[config.mk]
export PLATFORM = sky130hd
export DESIGN_NAME = iot_result_serializer
export DESIGN_NICKNAME = d
export VERILOG_FILES = /design/src/rtl/iot_result_serializer.sv
export SDC_FILE = /design/constraint.sdc
export NUM_CORES = 1
export LEC_CHECK = 0
export BUFFER_PORTS_ARGS = -buffer_cell sky130_fd_sc_hd__buf_2
export CAP_MARGIN = 10
export CELL_PAD_IN_SITES_DETAIL_PLACEMENT = 1
export CELL_PAD_IN_SITES_GLOBAL_PLACEMENT = 1
export CORE_AREA = 2 2 267 269
export CTS_CLUSTER_DIAMETER = 30
export DETAILED_ROUTE_END_ITERATION = 6
export DIE_AREA = 0 0 269 271
export GPL_TIMING_DRIVEN = 0
export HOLD_SLACK_MARGIN = 0.03
export PLACE_DENSITY_LB_ADDON = 0.1
export SLEW_MARGIN = 15
export SYNTH_ARGS = -nofsm -noshare
export SYNTH_HDL_FRONTEND = slang
export SYNTH_SLANG_ARGS = --single-unit
[constraint.sdc]
create_clock -name clk -period 6.1 [get_ports clk]
set_input_delay 0.915 -clock clk [delete_from_list [all_inputs] [get_ports clk]]
set_output_delay 0.915 -clock clk [all_outputs]
set_load 0.05 [all_outputs]
[src/rtl/iot_result_serializer.sv]
// Buffers 128-bit filter results in a small FIFO and streams each one out as
// MSB-first bytes over ready/valid. Optional `IOT_TAG_HDR_EN prefixes a tag header byte.
module iot_result_serializer #(
  parameter int DEPTH = 4,
  parameter int CNT_W = 3
) (
  input  logic             clk,
  input  logic             rst,
  input  logic             in_valid,
  input  logic [127:0]     in_data,
  input  logic [2:0]       in_tag,
  output logic             out_valid,
  input  logic             out_ready,
  output logic [7:0]       out_data,
  output logic             out_last,
  output logic             full,
  output logic [CNT_W-1:0] level,
  output logic             overflow,
  input  logic             ovf_clr
);

  localparam int PTR_W = $clog2(DEPTH);
  localparam logic [CNT_W-1:0] DEPTH_C = CNT_W'(DEPTH);
`ifdef IOT_TAG_HDR_EN
  localparam logic [4:0] LAST_C = 5'd16;
`else
  localparam logic [4:0] LAST_C = 5'd15;
`endif

  typedef enum logic {IDLE, SEND} state_t;

  state_t             state_q, state_d;
  logic [127:0]       shift_q, shift_d;
  logic [4:0]         byteCnt_q, byteCnt_d;
  logic [PTR_W-1:0]   wrPtr_q, wrPtr_d;
  logic [PTR_W-1:0]   rdPtr_q, rdPtr_d;
  logic [CNT_W-1:0]   level_q, level_d;
  logic               full_q, full_d;
  logic               overflow_q, overflow_d;

  logic [127:0]       dataMem [DEPTH];

  logic handshake;
  logic lastByte;
  logic popHead;
  logic pushWord;
  logic dropWord;

`ifdef IOT_TAG_HDR_EN
  logic [2:0] tagMem [DEPTH];
  logic [2:0] hdrTag_q, hdrTag_d;
`else
  logic unusedTag;
  assign unusedTag = ^in_tag;
`endif

  assign handshake = (state_q == SEND) && out_ready;
  assign lastByte  = (byteCnt_q == LAST_C);
  // The head is popped either to start from idle or to chain straight after a final byte.
  assign popHead   = (level_q != '0) && ((state_q == IDLE) || (handshake && lastByte));
  assign pushWord  = in_valid && (!full_q || popHead);
  assign dropWord  = in_valid && !pushWord;

  always_ff @(posedge clk) begin
    if (pushWord) begin
      dataMem[wrPtr_q] <= in_data;
`ifdef IOT_TAG_HDR_EN
      tagMem[wrPtr_q] <= in_tag;
`endif
    end
  end

  always_comb begin
    wrPtr_d    = wrPtr_q;
    rdPtr_d    = rdPtr_q;
    level_d    = level_q;
    overflow_d = overflow_q;

    if (pushWord) wrPtr_d = wrPtr_q + PTR_W'(1);
    if (popHead)  rdPtr_d = rdPtr_q + PTR_W'(1);

    case ({pushWord, popHead})
      2'b10:   level_d = level_q + CNT_W'(1);
      2'b01:   level_d = level_q - CNT_W'(1);
      default: level_d = level_q;
    endcase
    full_d = (level_d == DEPTH_C);

    // A drop on the same edge as a clear keeps the flag set.
    if (dropWord)     overflow_d = 1'b1;
    else if (ovf_clr) overflow_d = 1'b0;
  end

  always_comb begin
    state_d   = state_q;
    shift_d   = shift_q;
    byteCnt_d = byteCnt_q;
`ifdef IOT_TAG_HDR_EN
    hdrTag_d  = hdrTag_q;
`endif

    case (state_q)
      IDLE: begin
        if (popHead) state_d = SEND;
      end
      SEND: begin
        if (handshake) begin
          if (lastByte) begin
            if (!popHead) state_d = IDLE;
            byteCnt_d = 5'd0;
          end else begin
            byteCnt_d = byteCnt_q + 5'd1;
`ifdef IOT_TAG_HDR_EN
            if (byteCnt_q != 5'd0) shift_d = {shift_q[119:0], 8'h00};
`else
            shift_d = {shift_q[119:0], 8'h00};
`endif
          end
        end
      end
      default: state_d = IDLE;
    endcase

    if (popHead) begin
      shift_d   = dataMem[rdPtr_q];
      byteCnt_d = 5'd0;
`ifdef IOT_TAG_HDR_EN
      hdrTag_d  = tagMem[rdPtr_q];
`endif
    end
  end

  always_ff @(posedge clk) begin
    if (rst) begin
      state_q    <= IDLE;
      shift_q    <= '0;
      byteCnt_q  <= '0;
      wrPtr_q    <= '0;
      rdPtr_q    <= '0;
      level_q    <= '0;
      full_q     <= 1'b0;
      overflow_q <= 1'b0;
`ifdef IOT_TAG_HDR_EN
      hdrTag_q   <= '0;
`endif
    end else begin
      state_q    <= state_d;
      shift_q    <= shift_d;
      byteCnt_q  <= byteCnt_d;
      wrPtr_q    <= wrPtr_d;
      rdPtr_q    <= rdPtr_d;
      level_q    <= level_d;
      full_q     <= full_d;
      overflow_q <= overflow_d;
`ifdef IOT_TAG_HDR_EN
      hdrTag_q   <= hdrTag_d;
`endif
    end
  end

  always_comb begin
    out_valid = (state_q == SEND);
    out_last  = (state_q == SEND) && lastByte;
    out_data  = 8'h00;
    if (state_q == SEND) begin
`ifdef IOT_TAG_HDR_EN
      out_data = (byteCnt_q == 5'd0) ? {5'b10100, hdrTag_q} : shift_q[127:120];
`else
      out_data = shift_q[127:120];
`endif
    end
  end

  assign level    = level_q;
  assign full     = full_q;
  assign overflow = overflow_q;

endmodule

# Yosys cells after proc, flatten, opt, wreduce, memory -nomap -nowiden
# Memories as Yosys holds them, arrays and structs flattened. A register that Yosys moved wholly into a read port is not among the register bits.
# Index checks and enable logic that the tools add are counted.
# classes
add_sub_neg,5
n_eq_ne,5
muxes,17
bitwise_logic,1
reduce_logical,17
# ops
operator,count
two-way mux 128 bit,4
two-way mux 8 bit,1
two-way mux 1 bit,7
logical AND 1 bit,6
one-hot mux 3 bit (2 select lines),1
nonzero test 2 bit,3
adder 5 x 1 -> 5 bit (second input constant),1
equality test 5 x 4 -> 1 bit (second input constant),1
two-way mux 5 bit,1
adder 2 x 1 -> 2 bit (second input constant),2
two-way mux 2 bit,2
adder 3 x 1 -> 3 bit (second input constant),1
equality test 3 bit (second input constant),1
AND reduction 3 bit,1
nonzero test 3 bit,1
subtractor 3 x 1 -> 3 bit (second input constant),1
equality test 2 x 1 -> 1 bit (second input constant),1
equality test 2 bit (second input constant),1
logical NOT 1 bit,2
logical OR 1 bit,2
inequality test 2 x 1 -> 1 bit (second input constant),1
one-hot mux 1 bit (2 select lines),1
AND reduction 2 bit,1
OR reduction 2 bit,1
inverter 1 bit,1
# totals
register_bits,143
ram_bits,512
input_bits,136
output_inout_bits,15
word_cells,54
mem_count,1
# memory_table
name,depth,width,read_ports,rd_ports_with_merged_regs,wr,line,rtl
dataMem,4,128,1,1,1,41,logic [127:0] dataMem [DEPTH];

# Longest topological paths before layout
# Gate-level depths: netlist (run 1).
# logic_depth
word_depth,9
depth_mapped,14

# Worst setup path before layout (run 1)
# OpenSTA, ideal clock, no wires.
# synth_path
path_type,input to register
from,input port out_ready
to,"memory dataMem[0][0], enable pin"
setup_ns,0.502
arrival_ns,4.292
required_time_ns,5.598
slack_ns,1.306
stages,3
path_cell_list,nand3b_1 > o2111a_1 > and2_1
# synth_between
elab_chain_cells,8
# synth_lines
element,line,rtl
start: declaration,13,"input logic out_ready,"
logical AND 1 bit,57,assign handshake = (state_q == SEND) && out_ready;
logical AND 1 bit,60,assign popHead = (level_q != '0) && ((state_q == IDLE) || (handshake && lastByte));
logical OR 1 bit,60,
logical AND 1 bit,60,
logical OR 1 bit,61,assign pushWord = in_valid && (!full_q || popHead);
logical AND 1 bit,61,
two-way mux 1 bit,65,if (pushWord) begin
two-way mux 1 bit (implied by the code),66,dataMem[wrPtr_q] <= in_data;
end: declaration,41,
# No other way between the ends.

# Worst setup path in the final report (run 1)
# layout_path
from,register state_q (netlist: out_valid)
to,output port out_data[7]
# layout_between
elab_chain_cells,1
# layout_lines
element,line,rtl
start: declaration,32,"state_t state_q, state_d;"
start signal: assignment,147,state_q <= state_d;
two-way mux 8 bit,165,if (state_q == SEND) begin
end: declaration,14,"output logic [7:0] out_data,"
# No other way between the ends.

==> flow_summary.json, run 1 <==
{
  "outcome": "finished, final reports clean",
  "fp.coreArea_um2": 69800,
  "placed_cell_area_um2": 27200,
  "initialDrtViolationCount": 923,
  "die-width_um": 269,
  "number_of_buffers_inserted_by_post_cts_setup_repair": 0,
  "grtUsageMet3_pct": 4.45,
  "routed_wire_length_per_instance_um": 22.1,
  "area.growth.synth_to_final_pct": 29.4,
  "track_usage_pct": 17.7,
  "pin_count": 151,
  "dpl.hpwl_mm": 39.8,
  "postcts_resize_cnt": 0,
  "critPathRequiredTime_ps": 5180,
  "drc_violation_count_after_routing": 0,
  "final_cell_mix": "edfxtp_1, buf_2, clkbuf_16",
  "yosysUniqueCellTypes": 40,
  "floorplan.rows": 97,
  "clkLatencyLatePin_ps": 710,
  "setup_repair_after_global_routing_missed_its_margin": "false",
  "clk_root_buffer_cell": "clkbuf_16",
  "grt_pass1_vias": 15600,
  "mean_instance_size_in_the_synthesized_netlist_um2": 17.2,
  "route.vias.total": 13900,
  "cellLeakagePower_uw": 0.0110,
  "nets": 1895,
  "critPathKind": "flop to output pin",
  "htree_levels": 4,
  "fillers": 6634,
  "cts-hold-fix-buffers": 0,
  "drtPass1Iterations": 7,
  "synth.net_count": 1589,
  "critical_path.startpoint_type": "flop",
  "ys_ff_latch": 657,
  "cts_buffers": 145,
  "busiest_layer": "met2",
  "netlist_area_um2": 24900,
  "synth_top_cell_by_area": "edfxtp_1",
  "maximum_number_of_pins_on_one_net_before_global_route_repair": 44,
  "timing.fmax_mhz": 312,
  "tightest_slew_ps": 874,
  "grt_use_met2_pct": 27.1,
  "floorplan.die.height_um": 271,
  "power_density_nw_per_um2": 551,
  "layout_commonest_cell": "edfxtp_1",
  "setup_total_negative_slack_ps": 0,
  "crit_path_max_fanout": 10,
  "critical_path.endpoint_type": "output pin",
  "min_period_over_period_pct": 52.6,
  "path_clk_slew_ps": 50,
  "ys_warn_count": 0,
  "cp.arrival_ps": 2290,
  "final_critical_path_required_period_ps": 3210,
  "globalRoute.totalOverflow": 0,
  "layout.cell_area.non_filler_um2": 32300,
  "pnr_worst_setup_slack_ps": 2890,
  "met1_layer_usage_reported_by_global_route_pct": 24.5,
  "worst_setup_slack_after_placement_ps": 2720,
  "port_buffers": 147,
  "antenna_found_initial": 6,
  "worstHoldStart": "in_data[118]",
  "share_of_layout_cells_above_drive_strength_1_pct": 33.4,
  "synth_seq_area_share_pct": 73.3,
  "detail-route-antenna-nets": 0,
  "worstHoldPathType": "primary input to flop",
  "cell_types_occupying_the_most_area_after_synthesis": "edfxtp_1, dfxtp_1, mux4_2",
  "sequential_cell_area_um2": 18300,
  "tritoncts": "done",
  "finalWirelength_mm": 62.2,
  "detail_route.vias_per_cell": 4.94,
  "netlist_instances": 1446,
  "clock_tree.buffer_depth": 3,
  "r2r-start": "byteCnt_q[0]",
  "max_cap_viol_count": 0,
  "multi_input_comb_area_um2": 6140,
  "hold_viol_final": 0,
  "post-route-util_pct": 46.2,
  "ir_worst_vdd_v": 0.000291,
  "max_slew_margin_pct": 41.7,
  "starting_density_of_the_core_pct": 35.7,
  "worst_setup_path_startpoint": "out_valid",
  "die-area_um2": 72900,
  "final_max_slew_viol_count": 0,
  "grt_pass1_wl_mm": 95.8,
  "clock_skew_ps": 25.6,
  "routabilityCongestion": 0.736,
  "finalSetupViolations": 0,
  "clkSinkCount": 657,
  "proportion_of_netlist_area_held_by_the_largest_area_contributor_pct": 61.6
}
[registers in the layout (all words and copies together) (netlist names), named ones only]
register   count
dataMem      512
shift_q      128
byteCnt_q      5
level          3
rdPtr_q        2
wrPtr_q        2
full           1
out_valid      1
overflow       1
[Yosys cell counts, drive strengths merged]
master	number
buf	46
and2	14
nand2	117
a2bb2oi	1
mux2i	2
clkbuf	51
o21ai	2
or4b	1
o2111a	1
mux4	128
nand3b	1
inv	8
or3	1
edfxtp	512
clkinv	1
xnor2	3
a41oi	1
nor2b	6
xor2	3
nor2	128
nor4	1
fa	1
nor3b	10
ha	6
a211o	1
a22oi	9
a221o	10
nand4b	1
a32oi	1
dfxtp	145
nor3	9
and4b	1
a211oi	110
a21oi	114
[through the flow]
| step | hold WS (ps) | total power, uW | cells |
|---|---|---|---|
| floorplan | 432 | 8650 | 1446 |
| global placement | 450 | 9900 | 2533 |
| detailed placement | 454 | 9920 | 2545 |
| CTS | 364 | 18000 | 2814 |
| global route | 383 | 18600 | 2814 |
| finish | 420 | 17800 | 2818 |
[report_power, final]
| group | internal [uW] | total, uW | switching (uW) |
|---|---|---|---|
| sequential | 5680 | 6020 | 340 |
| combinational | 1540 | 3740 | 2200 |
| clock | 5470 | 8000 | 2530 |
[area by class of cell]
cell class / instances / share of cell area, %
antenna: 4 / 0.0310
multi-input combinational: 683 / 19.0
clock inverter: 92 / 3.76
tap: 940 / 3.65
inverter: 9 / 0.120
clock buffer: 177 / 12.0
buffer: 97 / 1.54
timing repair buffer: 159 / 3.21
sequential: 657 / 56.6
[routing by layer]
layer / vias to the layer above / routed length, um
met5: - / 11
li1: 6357 / -
met4: 2 / 1320
met2: 315 / 28800
met3: 106 / 3230
met1: 7152 / 28900
[critical path, stage by stage, from the launching register on]
cell and delay (ps):
dfxtp_1 460, clkbuf_1 490, and2_1 330, buf_2 310
[worst paths after layout]
check,slack [ps],depth (start not counted),to
max,2890,3,out_data[7]
min,420,1,dataMem[2][118]
max reg2reg,2960,14,full
min reg2reg,460,2,shift_q[100]
[cells by family after synthesis]
group | Yosys count | share of synthesized area [%]
buffers and inverters | 106 | 2.14
and+or+nand+nor | 290 | 4.87
AOI/OAI and AO/OA | 250 | 7.48
muxes | 130 | 11.6
adders and majority gates | 7 | 0.381
DFF | 657 | 73.3
xor gates and xnor gates | 6 | 0.211
Power figures use the tool's default switching activity.
==> run 2, diff against run 1 <==
clock period = 3 ns   (was 6.1 ns; I/O delays follow)
==> run 2 against run 1 <==
Sequential share of layout area is 2.3 points lower. Die area stayed put. Routed wire length is 0.98% higher. Cell area is 4.3% higher. Setup slack worse by 2700 ps. Critical endpoint is now full.
==> flow_summary.json, run 2 (same netlist as run 1, synthesis figures left out) <==
{
  "ir_worst_vdd_v": 0.000479,
  "cp.arrival_ps": 3310,
  "floorplan.rows": 97,
  "path_delay_family": "adder cells",
  "final_critical_path_required_period_ps": 2760,
  "die-area_um2": 72900,
  "pin_count": 151,
  "min_period_over_period_pct": 92.0,
  "drtPass1Iterations": 4,
  "crit_path_max_fanout": 19,
  "detail_route.vias_per_cell": 4.86,
  "drc_violation_count_after_routing": 0,
  "floorplan.die.height_um": 271,
  "critPathRequiredTime_ps": 3560,
  "placed_cells_incl_taps": 2545,
  "worst_path_largest_cell_delay_ps": 420,
  "globalRoute.totalOverflow": 0,
  "die-width_um": 269,
  "clk_root_buffer_cell": "clkbuf_16",
  "fp.coreArea_um2": 69800,
  "area.growth.synth_to_final_pct": 35.0,
  "cellLeakagePower_uw": 0.0116,
  "maximum_number_of_pins_on_one_net_before_global_route_repair": 46,
  "route.vias.total": 14400,
  "starting_density_of_the_core_pct": 35.7,
  "detail-route-antenna-nets": 0,
  "max_slew_margin_pct": 47.3,
  "timing.fmax_mhz": 363,
  "initialDrtViolationCount": 798,
  "setup_repair_after_global_routing_missed_its_margin": "false",
  "port_buffers": 147,
  "whs_ps": 94.7,
  "track_usage_pct": 18.0,
  "critPathKind": "flop to flop",
  "worstHoldPathType": "primary input to flop",
  "final-instance-count-excl-fill": 2954,
  "path_clk_slew_ps": 40,
  "final_cell_mix": "edfxtp_1, buf_2, clkbuf_16",
  "clkLatencyLatePin_ps": 730,
  "routed_wire_length_per_instance_um": 21.3,
  "routabilityCongestion": 0.721,
  "max_cap_viol_count": 0,
  "placed_cell_area_um2": 27200,
  "cts_buffers": 151,
  "finalSetupViolations": 0,
  "clock_skew_ps": 29.2,
  "layout.cell_area.non_filler_um2": 33700,
  "multi_input_comb_area_um2": 6150,
  "power_density_nw_per_um2": 1080,
  "clock_tree.buffer_depth": 3,
  "worstPathCellList": "ha_4 -> nand4b_1 -> a211o_1 -> buf_6 -> clkinv_4 -> buf_12 -> ha_1 -> inv_1 -> fa_1 -> xor2_1 -> nor2_1 -> xnor2_1 -> nor3_1",
  "clkSinkCount": 657,
  "reg_top3": "dataMem x512, shift_q x128, byteCnt_q x5",
  "final_max_slew_viol_count": 0,
  "htree_levels": 4,
  "tightest_slew_ps": 790,
  "grt_pass1_vias": 16100,
  "grt_pass1_wl_mm": 97.2,
  "critical_path.endpoint_type": "flop",
  "nets": 2030,
  "fillers": 6691,
  "antenna_found_initial": 4,
  "layout_commonest_cell": "edfxtp_1",
  "crit_buf_inv": 4,
  "tritoncts": "done",
  "finalWirelength_mm": 62.8,
  "outcome": "finished, final reports clean",
  "sequential_cell_area_um2": 18300,
  "number_of_flip_flops_in_the_largest_register": 512,
  "share_of_layout_cells_above_drive_strength_1_pct": 31.3,
  "critical_path.startpoint_type": "flop",
  "critical_path.slowest_cell": "dfxtp_1",
  "dpl.hpwl_mm": 39.6,
  "top_register": "dataMem",
  "hold_viol_final": 0
}
==> run 2: changes by cell type in the layout (fill, tap and decap cells not counted), sizes merged <==
cell | before | now
clkinv | 47 | 44
dlygate4sd3 | 0 | 129
bufinv | 22 | 19
diode | 4 | 1
clkbuf | 228 | 252
clkinvlp | 11 | 9
inv | 21 | 15
==> run 2: what timing repair did <==
item / 4_1_cts / 5_1_grt
hold buffers: 129 / 0
gates resized for setup: 0 / 4
buffers inserted: 0 / 1
setup endpoints to repair: 2 / 62
endpoints found under the hold margin: 513 / 0
==> run 2: metal layers <==
| layer | up-vias | track usage (%) | wire length (um) |
|---|---|---|---|
| met1 | 7319 | 24.1 | 28700 |
| met3 | 107 | 4.80 | 2940 |
| met4 | 8 | 6.35 | 1260 |
| met2 | 277 | 28.1 | 29900 |
| met5 | - | 0 | 43 |
| li1 | 6640 | - | - |
==> run 2: worst paths after layout <==
check | cells after the start | startpoint | slack (ps) | to
setup / recovery | 13 | byteCnt_q[1] | 240 | full
hold / removal | 4 | ovf_clr | 90 | overflow
setup reg to reg | 13 | byteCnt_q[1] | 240 | full
hold reg to reg | 2 | shift_q[109] | 460 | shift_q[109]
==> run 2: per-stage QoR <==
| stage | utilization (%) | total power [uW] | TNS [ps] | setup WS (ps) |
|---|---|---|---|---|
| 2_1_floorplan | - | 17500 | -149080 | -291 |
| 6_report | 48.2 | 36400 | 0 | 241 |
| 3_5_place_dp | 38.9 | 20100 | -193 | -108 |
| 3_3_place_gp | 38.5 | 20000 | -996740 | -1980 |
| 5_1_grt | 48.2 | 38100 | 0 | 31.7 |
| 4_1_cts | 48.2 | 36900 | 0 | 86.2 |
==> run 2: cell type report <==
cell class              instances  area share, %
flip-flops and latches        657           54.3
multi-input cells             683           18.3
clock buffers                 201           12.4
repair buffers                289           6.94
well taps                     940           3.49
clock inverters                78           3.02
plain buffers                  96           1.45
inverters                       9          0.115
diodes                          1        0.00743
==> run 2: worst register-to-register path, delay by kind of cell, from the launching register on <==
kind	cells	cell delay, ps
adder cells (fa/ha/maj)	3	750
flip-flops	1	420
AO/OA/AOI/OAI	1	330
AND/OR/NAND/NOR	3	310
buffers and inverters	4	510
XOR/XNOR	2	300
==> run 2: report_power, final <==
part	internal, uW	total (uW)	leakage (uW)	switching (uW)
Sequential	11500	12200	0.00589	681
Clock	11400	16400	0.00252	5070
Combinational	3230	7710	0.00319	4480
Total	26100	36400	0.0116	10200
==> run 3, diff against run 2 <==
CORE_AREA = 2 2 222 224   (was 2 2 267 269)
DIE_AREA = 0 0 224 226   (was 0 0 269 271)
==> run 3 against run 2 <==
Via count increased by 2.8%. Sequential share of layout area rose by 1.7 points. Die area decreased by 31%. Sequential cell count stayed put. Clock skew fell by 3.9 ps. Sequential power about the same. Global-route usage grew 8.2 points. Utilization rose by 19 points. Setup slack worse by 110 ps. Cell area decreased by 3.0%. Non-clock buffer count down 3. First-iteration DRC count rose by 25%.
==> flow_summary.json, run 3 (same netlist as run 1, synthesis figures left out) <==
{
  "clkLatencyLatePin_ps": 690,
  "globalRoute.totalOverflow": 0,
  "cts_buffers": 133,
  "track_usage_pct": 26.2,
  "setup_total_negative_slack_ps": 0,
  "routabilityCongestion": 0.770,
  "critical_path.endpoint_type": "flop",
  "outcome": "finished, final reports clean",
  "finalSetupViolations": 0,
  "cp.arrival_ps": 3420,
  "power_switching_uw": 10100,
  "crit_buf_inv": 4,
  "htree_levels": 4,
  "fp.coreArea_um2": 48300,
  "routed_wire_length_per_instance_um": 24.5,
  "layout_commonest_cell": "edfxtp_1",
  "worstHoldPathType": "primary input to flop",
  "critPathKind": "flop to flop",
  "clock_power_share_pct": 42.9,
  "top_register": "dataMem",
  "p_int_uw": 25000,
  "timing.fmax_mhz": 348,
  "tightest_slew_ps": 1110,
  "clkSinkCount": 657,
  "drtPass1Iterations": 5,
  "cellLeakagePower_uw": 0.0113,
  "clk_root_buffer_cell": "clkbuf_16",
  "ff2ff_setup_slack_ps": 130,
  "critPathRequiredTime_ps": 3550,
  "area.growth.synth_to_final_pct": 30.9,
  "detail_route.vias_per_cell": 5.67,
  "critical_path.slowest_cell": "dfxtp_2",
  "layout.cell_area.non_filler_um2": 32700,
  "pnr_worst_setup_slack_ps": 129,
  "detail-route-antenna-nets": 0,
  "power_frac_seq_pct": 35.1,
  "final_critical_path_required_period_ps": 2870,
  "worstHoldStart": "in_valid",
  "grt_pass1_wl_mm": 98.0,
  "power_density_nw_per_um2": 1070,
  "dpl.hpwl_mm": 36.9,
  "grt_pass1_vias": 16500,
  "max_cap_viol_count": 0,
  "path_delay_family": "adder cells",
  "floorplan.die.height_um": 226,
  "hold_viol_final": 0,
  "power.combinational.fraction_pct": 22.0,
  "final_cell_mix": "edfxtp_1, buf_2, dfxtp_1, clkbuf_16",
  "starting_density_of_the_core_pct": 51.6,
  "path_clk_slew_ps": 50,
  "r2r-start": "byteCnt_q[0]",
  "clock_tree.buffer_depth": 3,
  "critical_path.startpoint_type": "flop",
  "finalWirelength_mm": 63.9,
  "maximum_number_of_pins_on_one_net_before_global_route_repair": 48,
  "r2r_end": "level[2]",
  "holdPathStages": 3,
  "pin_count": 151,
  "switching_share_pct": 28.7,
  "worst_setup_slack_after_placement_ps": -106,
  "clock_skew_ps": 25.4,
  "die-width_um": 224,
  "rr_worst_depth": 13,
  "ir_worst_vdd_v": 0.000750,
  "worstPathCellList": "ha_2 -> nand4b_1 -> a211o_1 -> buf_6 -> clkinv_4 -> buf_12 -> ha_1 -> inv_1 -> fa_1 -> xor2_1 -> nor2_2 -> xnor2_2 -> nor2_1",
  "port_buffers": 147,
  "reg_top3": "dataMem x512, shift_q x128, byteCnt_q x5",
  "die-area_um2": 50600,
  "route.vias.total": 14800,
  "share_of_layout_cells_above_drive_strength_1_pct": 30.3,
  "nets": 2009,
  "max_slew_margin_pct": 25.7,
  "final_max_slew_viol_count": 0,
  "tritoncts": "done",
  "initialDrtViolationCount": 1000,
  "setup_repair_after_global_routing_missed_its_margin": "false",
  "number_of_flip_flops_in_the_largest_register": 512,
  "placed_cell_area_um2": 26700,
  "worst_hold_path.endpoint": "overflow",
  "drc_violation_count_after_routing": 0,
  "antenna_found_initial": 6,
  "floorplan.rows": 81,
  "worst_path_largest_cell_delay_ps": 370,
  "crit_path_max_fanout": 19,
  "min_period_over_period_pct": 95.7
}
## run 3: final cells by class
class	instances	area, um^2
well taps	622	778
clock buffers	171	3710
fillers	4092	15700
diodes	5	12.5
plain buffers	96	488
multi-input cells	683	6150
inverters	9	38.8
clock inverters	72	912
repair buffers	286	2280
flip-flops and latches	657	18300
## run 3: power groups by stage
stage | logic [uW] | clock network [uW] | registers [uW]
2_1_floorplan | 5290 | 0 | 12200
3_3_place_gp | 7240 | 0 | 12400
3_5_place_dp | 7530 | 0 | 12400
4_1_cts | 7770 | 15200 | 12300
5_1_grt | 8390 | 15600 | 12500
6_report | 7720 | 15100 | 12300
## run 3: what timing repair did
item                                    CTS  global route
pin swaps                                 1             0
endpoints found under the hold margin   512             0
buffers inserted                          1             0
gates resized for setup                   1             4
hold buffers                            128             0
endpoints found under the setup margin    3            32
## run 3: worst max path at each step
stage                     cells past startpoint              to  slack, ps         start
final                                        13        level[2]        130  byteCnt_q[0]
after detailed placement                     14            full       -110  byteCnt_q[0]
after global placement                        4  dataMem[1][72]      -1710  byteCnt_q[0]
after floorplan                               3   dataMem[0][0]       -290      level[0]
after CTS                                    13        level[2]         30  byteCnt_q[0]
after global routing                         13        level[2]         20  byteCnt_q[0]
## run 3: worst min-delay path, cell delays in order
cell and delay, ps:
buf_2 110, a32oi_1 110, nor2_1 90
## run 3: metrics by stage
| stage | util [%] | instances | hold slack [ps] | power, uW |
|---|---|---|---|---|
| floorplan | - | 1446 | 432 | 17500 |
| global placement | 54.7 | 2215 | 446 | 19600 |
| detailed placement | 55.3 | 2225 | 451 | 19900 |
| CTS | 67.5 | 2596 | 84.9 | 35300 |
| global route | 67.5 | 2600 | 126 | 36500 |
| finish | 67.5 | 2601 | 112 | 35100 |
## run 3: routing by layer
| metal | GRT usage, % | wire, um | up-vias |
|---|---|---|---|
| li1 | - | - | 6576 |
| met1 | 34.2 | 26900 | 7637 |
| met2 | 42.5 | 31800 | 441 |
| met3 | 6.70 | 3640 | 102 |
| met4 | 10.2 | 1480 | 4 |
| met5 | 0 | 23 | - |
